<file path="config.mk">
export PLATFORM = sky130hd
export DESIGN_NAME = ddr_cmd_scheduler_flat
export DESIGN_NICKNAME = d
export VERILOG_FILES = /design/src/rtl/ddr_cmd_scheduler_pkg.sv /design/src/rtl/ddr_cmd_scheduler_if.sv /design/src/rtl/ddr_cmd_scheduler_bank_table.sv /design/src/rtl/ddr_cmd_scheduler.sv /design/src/flat_wrapper.sv
export SDC_FILE = /design/constraint.sdc
export NUM_CORES = 1
export LEC_CHECK = 0
export BUFFER_PORTS_ARGS = -buffer_cell sky130_fd_sc_hd__buf_2
export CAP_MARGIN = 0
export CELL_PAD_IN_SITES_DETAIL_PLACEMENT = 0
export CELL_PAD_IN_SITES_GLOBAL_PLACEMENT = 1
export CORE_MARGIN = 2
export CORE_UTILIZATION = 44
export DETAILED_ROUTE_END_ITERATION = 7
export GPL_ROUTABILITY_DRIVEN = 0
export GPL_TIMING_DRIVEN = 0
export PLACE_DENSITY = 0.79
export SLEW_MARGIN = 20
export SYNTH_ARGS = -nofsm -noshare
export SYNTH_HDL_FRONTEND = slang
export SYNTH_SLANG_ARGS = --single-unit
</file>
<file path="constraint.sdc">
create_clock -name CK_t -period 15.92 [get_ports CK_t]
set_clock_uncertainty 0.2 [all_clocks]
set_input_delay 3.184 -clock CK_t [delete_from_list [all_inputs] [get_ports CK_t]]
set_output_delay 3.184 -clock CK_t [all_outputs]
set_load 0.02 [all_outputs]
</file>
<file path="src/rtl/ddr_cmd_scheduler_pkg.sv">
// Shared types and default timing for the DDR4 command scheduler.
package ddr_pkg;

  localparam int unsigned ROW_W      = 15;
  localparam int unsigned COL_W      = 10;
  localparam int unsigned NUM_BANKS  = 16;
  localparam int unsigned BANK_IDX_W = 4;

  localparam int unsigned T_RCD_DEF = 16;
  localparam int unsigned T_RP_DEF  = 16;
  localparam int unsigned T_RAS_DEF = 39;
  localparam int unsigned T_CCD_DEF = 4;
  localparam int unsigned T_RFC_DEF = 260;
  localparam int unsigned CL_DEF    = 16;
  localparam int unsigned CWL_DEF   = 12;

  // {cs_n, act_n, RAS_n/A16, CAS_n/A15, WE_n/A14}; ACT carries row[16:14] in the low bits
  typedef enum logic [4:0] {
    CMD_ACT = 5'b00000,
    CMD_REF = 5'b01001,
    CMD_PRE = 5'b01010,
    CMD_WR  = 5'b01100,
    CMD_RD  = 5'b01101,
    CMD_NOP = 5'b10111
  } cmd_e;

  typedef enum logic [3:0] {
    S_IDLE, S_PRE, S_WAIT_RP, S_ACT, S_WAIT_RCD, S_CAS,
    S_WAIT_CCD, S_PREA, S_WAIT_RPA, S_REF, S_WAIT_RFC
  } sched_state_e;

  typedef struct packed {
    logic             open;
    logic [ROW_W-1:0] row;
  } bank_entry_t;

  typedef struct packed {
    logic             wr;
    logic [1:0]       bg;
    logic [1:0]       ba;
    logic [ROW_W-1:0] row;
    logic [COL_W-1:0] col;
  } req_t;

  function automatic logic [BANK_IDX_W-1:0] bank_idx(input logic [1:0] bg, input logic [1:0] ba);
    return {bg, ba};
  endfunction

  function automatic int unsigned max3(input int unsigned a, input int unsigned b, input int unsigned c);
    int unsigned m;
    m = (a > b) ? a : b;
    return (m > c) ? m : c;
  endfunction

endpackage

</file>
<file path="src/rtl/ddr_cmd_scheduler_if.sv">
// Request stream in, DDR4 command/address bus and data-phase strobes out.
interface ddr_cmd_scheduler_if;
  import ddr_pkg::*;

  logic             req_valid;
  logic             req_ready;
  logic             req_wr;
  logic [1:0]       req_bg;
  logic [1:0]       req_ba;
  logic [ROW_W-1:0] req_row;
  logic [COL_W-1:0] req_col;
  logic             ref_req;
  logic             ref_ack;
  logic [4:0]       cmd;
  logic [1:0]       cmd_bg;
  logic [1:0]       cmd_ba;
  logic [ROW_W-1:0] cmd_addr;
  logic             wr_rdy;
  logic             rd_rdy;

  modport master (
    output req_valid, req_wr, req_bg, req_ba, req_row, req_col, ref_req,
    input  req_ready, ref_ack, cmd, cmd_bg, cmd_ba, cmd_addr, wr_rdy, rd_rdy
  );

  modport slave (
    input  req_valid, req_wr, req_bg, req_ba, req_row, req_col, ref_req,
    output req_ready, ref_ack, cmd, cmd_bg, cmd_ba, cmd_addr, wr_rdy, rd_rdy
  );
endinterface

</file>
<file path="src/rtl/ddr_cmd_scheduler_bank_table.sv">
// Open-row table for 16 banks with per-bank tRAS down-counters.
module bank_table
  import ddr_pkg::*;
#(
  parameter int unsigned T_RAS = T_RAS_DEF
) (
  input  logic                  clk_i,
  input  logic                  rst_i,
  input  logic [BANK_IDX_W-1:0] lk_idx_i,
  input  logic [ROW_W-1:0]      lk_row_i,
  output logic                  lk_hit_c_o,
  output logic                  lk_open_c_o,
  output logic                  lk_tras_ok_c_o,
  output logic                  all_tras_ok_c_o,
  output logic                  any_open_c_o,
  input  logic [BANK_IDX_W-1:0] upd_idx_i,
  input  logic [ROW_W-1:0]      upd_row_i,
  input  logic                  open_i,
  input  logic                  close_i,
  input  logic                  clear_all_i
);
  localparam int unsigned TRAS_W = $clog2(T_RAS) + 1;

  bank_entry_t       tbl_q  [NUM_BANKS];
  logic [TRAS_W-1:0] tras_q [NUM_BANKS];

  always_ff @(posedge clk_i or posedge rst_i) begin
    if (rst_i) begin
      for (int i = 0; i < int'(NUM_BANKS); i++) begin
        tbl_q[i]  <= '0;
        tras_q[i] <= '0;
      end
    end else begin
      for (int i = 0; i < int'(NUM_BANKS); i++) begin
        if (tras_q[i] != '0) tras_q[i] <= tras_q[i] - TRAS_W'(1);
        if (clear_all_i) begin
          tbl_q[i].open <= 1'b0;
        end else if (upd_idx_i == BANK_IDX_W'(i)) begin
          if (open_i) begin
            tbl_q[i].open <= 1'b1;
            tbl_q[i].row  <= upd_row_i;
            tras_q[i]     <= TRAS_W'(T_RAS - 1);
          end else if (close_i) begin
            tbl_q[i].open <= 1'b0;
          end
        end
      end
    end
  end

  // "ok" looks one cycle ahead so a PRE lands exactly when the counter expires
  always_comb begin
    all_tras_ok_c_o = 1'b1;
    any_open_c_o    = 1'b0;
    for (int i = 0; i < int'(NUM_BANKS); i++) begin
      if (tbl_q[i].open) begin
        any_open_c_o = 1'b1;
        if (tras_q[i] > TRAS_W'(1)) all_tras_ok_c_o = 1'b0;
      end
    end
  end

  assign lk_open_c_o    = tbl_q[lk_idx_i].open;
  assign lk_hit_c_o     = lk_open_c_o && (tbl_q[lk_idx_i].row == lk_row_i);
  assign lk_tras_ok_c_o = tras_q[lk_idx_i] <= TRAS_W'(1);

endmodule

</file>
<file path="src/rtl/ddr_cmd_scheduler.sv">
// DDR4 command sequencer: bank-state aware PRE/ACT/CAS issue, refresh, data-phase strobes.
module ddr_cmd_scheduler
  import ddr_pkg::*;
#(
  parameter int unsigned T_RCD = T_RCD_DEF,
  parameter int unsigned T_RP  = T_RP_DEF,
  parameter int unsigned T_RAS = T_RAS_DEF,
  parameter int unsigned T_CCD = T_CCD_DEF,
  parameter int unsigned T_RFC = T_RFC_DEF,
  parameter int unsigned CL    = CL_DEF,
  parameter int unsigned CWL   = CWL_DEF
) (
  input  logic            CK_t,
  input  logic            reset,
  ddr_cmd_scheduler_if.slave bus
);
  localparam int unsigned CNT_W = $clog2(max3(T_RP, T_RCD, T_RFC)) + 1;
  localparam int unsigned CCD_W = $clog2(T_CCD) + 1;
  localparam logic [ROW_W-1:0] ADDR_A10 = ROW_W'(11'h400);

  sched_state_e     state_q, state_d;
  req_t             req_q, req_d, req_in;
  logic [CNT_W-1:0] cnt_q, cnt_d;
  logic [CCD_W-1:0] tccd_q, tccd_d;
  logic             pre_done_q, pre_done_d;
  logic             ready_en_q;
  logic [4:0]       cmd_q, cmd_d;
  logic [1:0]       cmd_bg_q, cmd_bg_d, cmd_ba_q, cmd_ba_d;
  logic [ROW_W-1:0] cmd_addr_q, cmd_addr_d;
  logic             ref_ack_q, ref_ack_d;
  logic [CL-1:0]    rd_pipe_q;
  logic [CWL-1:0]   wr_pipe_q;
  logic [2:0]       act_hi;
  logic             cnt_zero, tccd_ok;
  logic             tbl_open, tbl_close, tbl_clear;
  logic [BANK_IDX_W-1:0] lk_idx;
  logic [ROW_W-1:0] lk_row;
  logic             lk_hit, lk_open, lk_tras_ok, all_tras_ok, any_open;

  assign req_in   = '{wr: bus.req_wr, bg: bus.req_bg, ba: bus.req_ba, row: bus.req_row, col: bus.req_col};
  assign lk_idx   = (state_q == S_IDLE) ? bank_idx(req_in.bg, req_in.ba) : bank_idx(req_q.bg, req_q.ba);
  assign lk_row   = (state_q == S_IDLE) ? req_in.row : req_q.row;
  assign cnt_zero = (cnt_q == '0);
  assign tccd_ok  = (tccd_q <= CCD_W'(1));
  assign act_hi   = 3'(17'(req_d.row) >> 14);

  bank_table #(.T_RAS(T_RAS)) u_bank_table (
    .clk_i          (CK_t),
    .rst_i          (reset),
    .lk_idx_i       (lk_idx),
    .lk_row_i       (lk_row),
    .lk_hit_c_o     (lk_hit),
    .lk_open_c_o    (lk_open),
    .lk_tras_ok_c_o (lk_tras_ok),
    .all_tras_ok_c_o(all_tras_ok),
    .any_open_c_o   (any_open),
    .upd_idx_i      (bank_idx(req_q.bg, req_q.ba)),
    .upd_row_i      (req_q.row),
    .open_i         (tbl_open),
    .close_i        (tbl_close),
    .clear_all_i    (tbl_clear)
  );

  always_ff @(posedge CK_t or posedge reset) begin
    if (reset) state_q <= S_IDLE;
    else       state_q <= state_d;
  end

  // Next state; pre_done marks that the WAIT_RP/WAIT_RPA tRAS hold is over and PRE went out
  always_comb begin
    state_d    = state_q;
    req_d      = req_q;
    pre_done_d = pre_done_q;
    case (state_q)
      S_IDLE: begin
        pre_done_d = 1'b0;
        if (bus.ref_req) begin
          if (!any_open)        state_d = S_REF;
          else if (all_tras_ok) state_d = S_PREA;
          else                  state_d = S_WAIT_RPA;
        end else if (bus.req_valid) begin
          req_d = req_in;
          if (lk_hit)       state_d = tccd_ok ? S_CAS : S_WAIT_CCD;
          else if (lk_open) state_d = lk_tras_ok ? S_PRE : S_WAIT_RP;
          else              state_d = S_ACT;
        end
      end
      S_PRE:      begin state_d = S_WAIT_RP;  pre_done_d = 1'b1; end
      S_WAIT_RP:  if (!pre_done_q) begin if (lk_tras_ok) state_d = S_PRE; end
                  else if (cnt_zero) state_d = S_ACT;
      S_ACT:      state_d = S_WAIT_RCD;
      S_WAIT_RCD: if (cnt_zero && tccd_ok) state_d = S_CAS;
      S_CAS:      state_d = S_IDLE;
      S_WAIT_CCD: if (tccd_ok) state_d = S_CAS;
      S_PREA:     begin state_d = S_WAIT_RPA; pre_done_d = 1'b1; end
      S_WAIT_RPA: if (!pre_done_q) begin if (all_tras_ok) state_d = S_PREA; end
                  else if (cnt_zero) state_d = S_REF;
      S_REF:      state_d = S_WAIT_RFC;
      S_WAIT_RFC: if (cnt_zero) state_d = S_IDLE;
      default:    state_d = S_IDLE;
    endcase
  end

  // Outputs: bus command follows the state being entered; counters/table act on the command cycle
  always_comb begin
    cmd_d      = CMD_NOP;
    cmd_bg_d   = '0;
    cmd_ba_d   = '0;
    cmd_addr_d = '0;
    ref_ack_d  = 1'b0;
    cnt_d      = cnt_zero ? '0 : cnt_q - CNT_W'(1);
    tccd_d     = (tccd_q == '0) ? '0 : tccd_q - CCD_W'(1);
    tbl_open   = (state_q == S_ACT);
    tbl_close  = (state_q == S_PRE);
    tbl_clear  = (state_q == S_PREA) || (state_q == S_REF);
    case (state_d)
      S_ACT:  begin cmd_d = {2'b00, act_hi}; cmd_bg_d = req_d.bg; cmd_ba_d = req_d.ba; cmd_addr_d = req_d.row; end
      S_PRE:  begin cmd_d = CMD_PRE; cmd_bg_d = req_d.bg; cmd_ba_d = req_d.ba; end
      S_CAS:  begin
        cmd_d      = req_d.wr ? CMD_WR : CMD_RD;
        cmd_bg_d   = req_d.bg;
        cmd_ba_d   = req_d.ba;
        cmd_addr_d = ROW_W'(req_d.col);
      end
      S_PREA: begin cmd_d = CMD_PRE; cmd_addr_d = ADDR_A10; end
      S_REF:  begin cmd_d = CMD_REF; ref_ack_d = 1'b1; end
      default: ;
    endcase
    case (state_q)
      S_PRE, S_PREA: cnt_d  = CNT_W'(T_RP - 2);
      S_ACT:         cnt_d  = CNT_W'(T_RCD - 2);
      S_REF:         cnt_d  = CNT_W'(T_RFC - 2);
      S_CAS:         tccd_d = CCD_W'(T_CCD - 1);
      default: ;
    endcase
  end

  always_ff @(posedge CK_t or posedge reset) begin
    if (reset) begin
      req_q      <= '0;
      cnt_q      <= '0;
      tccd_q     <= '0;
      pre_done_q <= 1'b0;
      ready_en_q <= 1'b0;
      cmd_q      <= CMD_NOP;
      cmd_bg_q   <= '0;
      cmd_ba_q   <= '0;
      cmd_addr_q <= '0;
      ref_ack_q  <= 1'b0;
      rd_pipe_q  <= '0;
      wr_pipe_q  <= '0;
    end else begin
      req_q      <= req_d;
      cnt_q      <= cnt_d;
      tccd_q     <= tccd_d;
      pre_done_q <= pre_done_d;
      ready_en_q <= (state_d == S_IDLE);
      cmd_q      <= cmd_d;
      cmd_bg_q   <= cmd_bg_d;
      cmd_ba_q   <= cmd_ba_d;
      cmd_addr_q <= cmd_addr_d;
      ref_ack_q  <= ref_ack_d;
      rd_pipe_q  <= {rd_pipe_q[CL-2:0],  (state_q == S_CAS) && !req_q.wr};
      wr_pipe_q  <= {wr_pipe_q[CWL-2:0], (state_q == S_CAS) &&  req_q.wr};
    end
  end

  assign bus.req_ready = ready_en_q && !bus.ref_req;
  assign bus.ref_ack   = ref_ack_q;
  assign bus.cmd       = cmd_q;
  assign bus.cmd_bg    = cmd_bg_q;
  assign bus.cmd_ba    = cmd_ba_q;
  assign bus.cmd_addr  = cmd_addr_q;
  assign bus.rd_rdy    = rd_pipe_q[CL-1];
  assign bus.wr_rdy    = wr_pipe_q[CWL-1];

endmodule

</file>
<file path="src/flat_wrapper.sv">
// flat-port wrapper written by rule: the top's interface ports become plain ports
module ddr_cmd_scheduler_flat import ddr_pkg::*;
#(
  parameter int unsigned T_RCD = T_RCD_DEF,
  parameter int unsigned T_RP  = T_RP_DEF,
  parameter int unsigned T_RAS = T_RAS_DEF,
  parameter int unsigned T_CCD = T_CCD_DEF,
  parameter int unsigned T_RFC = T_RFC_DEF,
  parameter int unsigned CL    = CL_DEF,
  parameter int unsigned CWL   = CWL_DEF
)
  (CK_t, reset, bus_req_valid, bus_req_wr, bus_req_bg, bus_req_ba, bus_req_row, bus_req_col, bus_ref_req, bus_req_ready, bus_ref_ack, bus_cmd, bus_cmd_bg, bus_cmd_ba, bus_cmd_addr, bus_wr_rdy, bus_rd_rdy);
  ddr_cmd_scheduler_if bus_i ();
  input  logic CK_t;
  input  logic reset;
  input wire logic [$bits(bus_i.req_valid)-1:0] bus_req_valid;
  input wire logic [$bits(bus_i.req_wr)-1:0] bus_req_wr;
  input wire logic [$bits(bus_i.req_bg)-1:0] bus_req_bg;
  input wire logic [$bits(bus_i.req_ba)-1:0] bus_req_ba;
  input wire logic [$bits(bus_i.req_row)-1:0] bus_req_row;
  input wire logic [$bits(bus_i.req_col)-1:0] bus_req_col;
  input wire logic [$bits(bus_i.ref_req)-1:0] bus_ref_req;
  output wire logic [$bits(bus_i.req_ready)-1:0] bus_req_ready;
  output wire logic [$bits(bus_i.ref_ack)-1:0] bus_ref_ack;
  output wire logic [$bits(bus_i.cmd)-1:0] bus_cmd;
  output wire logic [$bits(bus_i.cmd_bg)-1:0] bus_cmd_bg;
  output wire logic [$bits(bus_i.cmd_ba)-1:0] bus_cmd_ba;
  output wire logic [$bits(bus_i.cmd_addr)-1:0] bus_cmd_addr;
  output wire logic [$bits(bus_i.wr_rdy)-1:0] bus_wr_rdy;
  output wire logic [$bits(bus_i.rd_rdy)-1:0] bus_rd_rdy;
  assign bus_i.req_valid = bus_req_valid;
  assign bus_i.req_wr = bus_req_wr;
  assign bus_i.req_bg = bus_req_bg;
  assign bus_i.req_ba = bus_req_ba;
  assign bus_i.req_row = bus_req_row;
  assign bus_i.req_col = bus_req_col;
  assign bus_i.ref_req = bus_ref_req;
  assign bus_req_ready = bus_i.req_ready;
  assign bus_ref_ack = bus_i.ref_ack;
  assign bus_cmd = bus_i.cmd;
  assign bus_cmd_bg = bus_i.cmd_bg;
  assign bus_cmd_ba = bus_i.cmd_ba;
  assign bus_cmd_addr = bus_i.cmd_addr;
  assign bus_wr_rdy = bus_i.wr_rdy;
  assign bus_rd_rdy = bus_i.rd_rdy;
  ddr_cmd_scheduler #(.T_RCD(T_RCD), .T_RP(T_RP), .T_RAS(T_RAS), .T_CCD(T_CCD), .T_RFC(T_RFC), .CL(CL), .CWL(CWL)) u_core (.CK_t(CK_t), .reset(reset), .bus(bus_i));
endmodule
</file>
==> summary.md <==
| Metric | Value |
|---|---|
| Outcome | finished clean |
| Period utilization | 46.8% |
| Area post-placement | 24600 um2 |
| DRT Wirelength | 78.8 mm |
| Power density over the cells | 93.7 nW/um2 |
| Chip width | 233 um |
| Core Region | 51600 um2 |
| Post-CTS setup buffer count | 0 |
| Final Hold Vio Count | 0 |
| Synth Area in XOR/XNOR | 2.73% |
| Leakage | 13.2 nW |
| FF+latch count, synth | 470 |
| GR Overflow Total | 0 |
| Worst-path fanout max | 10 |
| Syn. warnings | 0 |
| Synth Area in Compound Gates | 9.66% |
| Max-Cap Viols | 0 |
| Clock Tree Buf Depth | 3 |
| Post-DRT Antenna Nets | 0 |
| Post-synthesis mux area share | 6.92% |
| Setup TNS | 0 ns |
| Worst-margin pin slew | 1.15 ns |
| Startpoint types | primary input |
| WP depth | 15 |
| Post-DP HPWL | 55.9 mm |
| Peak VDD IR | 0.0729 mV |
| Min-delay worst type | flop to flop |
| FF-to-FF path depth | 14 |
| Main combinational cell family by area after synthesis | simple AND/OR/NAND/NOR gates |
| GRT Resource Usage Total | 29.2% |
| H-tree depth | 2 |
| Design area | 26300 um2 |
| Nets | 2758 |
| Placement Rows | 83 |
| CP Buf/Inv Count | 4 |
| IO Port Bufs | 60 |
| Worst path cell trace | clkbuf_1 -> a21o_1 -> buf_2 -> buf_1 -> a2111oi_0 -> nor4_1 -> a22oi_1 -> xor2_1 -> a221oi_1 -> and4_1 -> a211oi_1 -> o31ai_4 -> buf_6 -> nand3_2 -> nor2b_1 |
| Synth unique cells | 75 |
| Total number of vias | 19900 |
| First-pass GRT wire length | 118 mm |
| DRC Markers | 0 |
| Routed len/inst | 23.1 um |
| Via/cell ratio | 5.83 |
| Gates resized, CTS repair | 0 |
| Max Slew Vio Count | 0 |
| Sink Count | 470 |
| Initial antenna violation count | 3 |
| Die area | 54300 um2 |
| Final Total Pwr | 2.46 mW |
| Number of global-route vias before repair | 19200 |
| Drt first pass iters | 6 |
| Unrepaired setup endpoints after global routing | no |
| Layout cells sized above 1 | 11.3% |
| CP max stage cell | buf_1 |
| Worst Setup End Kind | flop |
| Simple-gate share of the synthesized area | 23.2% |
| Arrival time worst endpoint | 7.79 ns |
| Most frequent cell after synthesis | nand2_1 |
| Clk Tree Root Cell | clkbuf_16 |
| Post-synth top flop | dfrtp_1 |
| Seq/Total Area, Yosys | 51.0% |
| Post-Synth Adder-Cell Area | 2.01% |
| Setup-failing EPs final | 0 |
| Clock transition at path regs | 0.06 ns |
| Fmax | 0.134 GHz |
| Setup CP Type | primary input to flop |
| Post-synth top cells | 866 x nand2_1, 466 x dfrtp_1, 130 x nor2_1, 93 x a21oi_1, 77 x inv_1 |
| Crit-path leading delay family | buffers and inverters |
| I/O pin total | 62 |
| Synth area leader | dfrtp_1 |
| Starting Density | 44.7% |
| Mapped cell area | 23100 um2 |
| Share of the synthesized area in the top cell type | 50.6% |
| Top post-synthesis cells by area | dfrtp_1 51%, nand2_1 14%, mux2i_1 3.2%, mux2_2 3.0%, nor2_1 2.1% |
| DRT iter0 DRCs | 2269 |
| Number of synthesized flops with an enable pin | 0 |
| Area growth, synth to finish | 14.0% |
| Clock latency on the worst-skew pair | 0.62 ns |
| Hold Buf Count CTS | 0 |
| WHS Path Cells | 0 |
| Clock buffer count from CTS | 51 |
| Critical Path RT | 16.25 ns |
| Pin count of the biggest net entering global routing | 36 |
| Synth Instances | 2554 |
| Final core utilization | 50.9% |
| Die Ht | 233 um |
| Minimum clock period | 7.46 ns |
| Worst slew margin | 22.7% |
| CP max stage delay | 0.72 ns |
| # fillers | 4775 |
| Syn avg cell area | 9.03 um2 |
| Net Count, Synth | 2625 |
| Ys async rst share | 100% |
| CTS tree | built |
-- worst paths after layout --
path | startpoint | to | slack [ns]
max in group asynchronous | reset | u_core.bus.cmd[1] | 11.61
setup / recovery | bus_req_ba[1] | u_core.bus.cmd_addr[13] | 8.46
hold reg to reg | u_core.wr_pipe_q[0] | u_core.wr_pipe_q[1] | 0.15
setup reg to reg | u_core.state_q[1] | u_core.bus.cmd_addr[13] | 10.32
hold / removal | u_core.wr_pipe_q[0] | u_core.wr_pipe_q[1] | 0.15
min in group asynchronous | reset | u_core.u_bank_table.tras_q[88] | 2.37
-- power by group --
| group | internal [mW] | total (mW) | leakage, nW | switching [mW] |
|---|---|---|---|---|
| Sequential | 1.19 | 1.19 | 6.50 | 0 |
| Combinational | 0.0113 | 0.0417 | 5.85 | 0.0304 |
| Clock | 0.715 | 1.23 | 0.844 | 0.512 |
| Total | 1.92 | 2.46 | 13.2 | 0.543 |
-- per-stage QoR --
step / worst slack, ns / cells / hold slack [ns]
finish: 8.46 / 3408 / 0.146
global route: 8.28 / 3407 / 0.149
CTS: 8.59 / 3407 / 0.148
detailed placement: 7.97 / 3314 / 0.135
global placement: 3.34 / 3294 / 0.131
floorplan: 6.17 / 2554 / 0.131
-- placed cells by master, fill, tap and decap left out, types with 6 or more instances in the layout --
cell	n
a21oi_1	93
nor3_1	63
o21ai_0	71
buf_12	15
ha_1	37
clkbuf_16	53
nor4_1	17
clkbuf_1	85
a31oi_1	8
nand3_1	61
buf_6	14
o211ai_1	19
and3_1	18
xnor2_1	42
nand2_1	866
mux2_2	62
clkinv_2	14
clkbuf_8	9
a21o_1	8
mux2i_1	74
xor2_1	30
or4_1	9
buf_1	24
a22oi_1	14
a2111oi_0	9
a22o_1	8
nor2_1	128
dfrtp_1	466
nand2b_1	18
nand4_1	12
a211oi_1	28
or3_1	28
buf_2	88
buf_4	12
inv_1	76
nand3b_1	16
nor2b_1	7
o22ai_1	14
and2_1	6
a221oi_1	6
-- worst register-to-register path, cell delays in order, from the launching register on --
cell      delay (ns)
dfrtp_1         0.51
or4_1           0.55
buf_2           0.19
mux2i_4         0.55
buf_2           0.51
o22ai_1         0.12
nor4_1          0.69
o21ai_0         0.37
a22oi_1         0.46
and4_1          0.33
a211oi_1        0.12
o31ai_4         0.39
buf_6           0.20
nand3_2         0.17
nor2b_1         0.17
-- per-layer routing --
| metal | routed length [um] | vias up | track usage (%) |
|---|---|---|---|
| met5 | 66 | - | 0 |
| met4 | 3440 | 4 | 11.8 |
| met3 | 6990 | 233 | 6.36 |
| met2 | 35100 | 946 | 45.6 |
| met1 | 33200 | 9830 | 39.7 |
| li1 | - | 8846 | - |
-- flip-flops by register name, indices dropped and copies added, names as in the netlist, 4 cells and up --
| name | count |
|---|---|
| u_core.cnt_q | 10 |
| u_core.req_q | 30 |
| u_core.rd_pipe_q | 16 |
| u_core.u_bank_table.tbl_q | 256 |
| u_core.bus.cmd | 5 |
| u_core.bus.cmd_addr | 15 |
| u_core.state_q | 4 |
| u_core.u_bank_table.tras_q | 112 |
| u_core.wr_pipe_q | 12 |
-- cells by family (layout without fill, tap and decap cells) --
| family | count (synthesis) | count (layout) |
|---|---|---|
| AO/OA/AOI/OAI | 336 | 336 |
| XOR/XNOR | 72 | 72 |
| adder cells (fa/ha/maj) | 37 | 37 |
| buffers and inverters | 226 | 399 |
| flip-flops | 470 | 470 |
| multiplexers | 143 | 143 |
| other | 0 | 1 |
| AND/OR/NAND/NOR | 1270 | 1270 |
-- layout make-up --
type	count	area (um2)	share of cell area [%]
timing repair buffer	80	636	2.42
inverter	80	305	1.16
sequential	470	11800	44.8
buffer	146	717	2.73
clock buffer	74	1500	5.69
multi-input combinational	1858	10300	39.2
antenna	1	2.50	0.00952
clock inverter	19	201	0.766
tap	680	851	3.24
(Power assumes the default switching activity.)
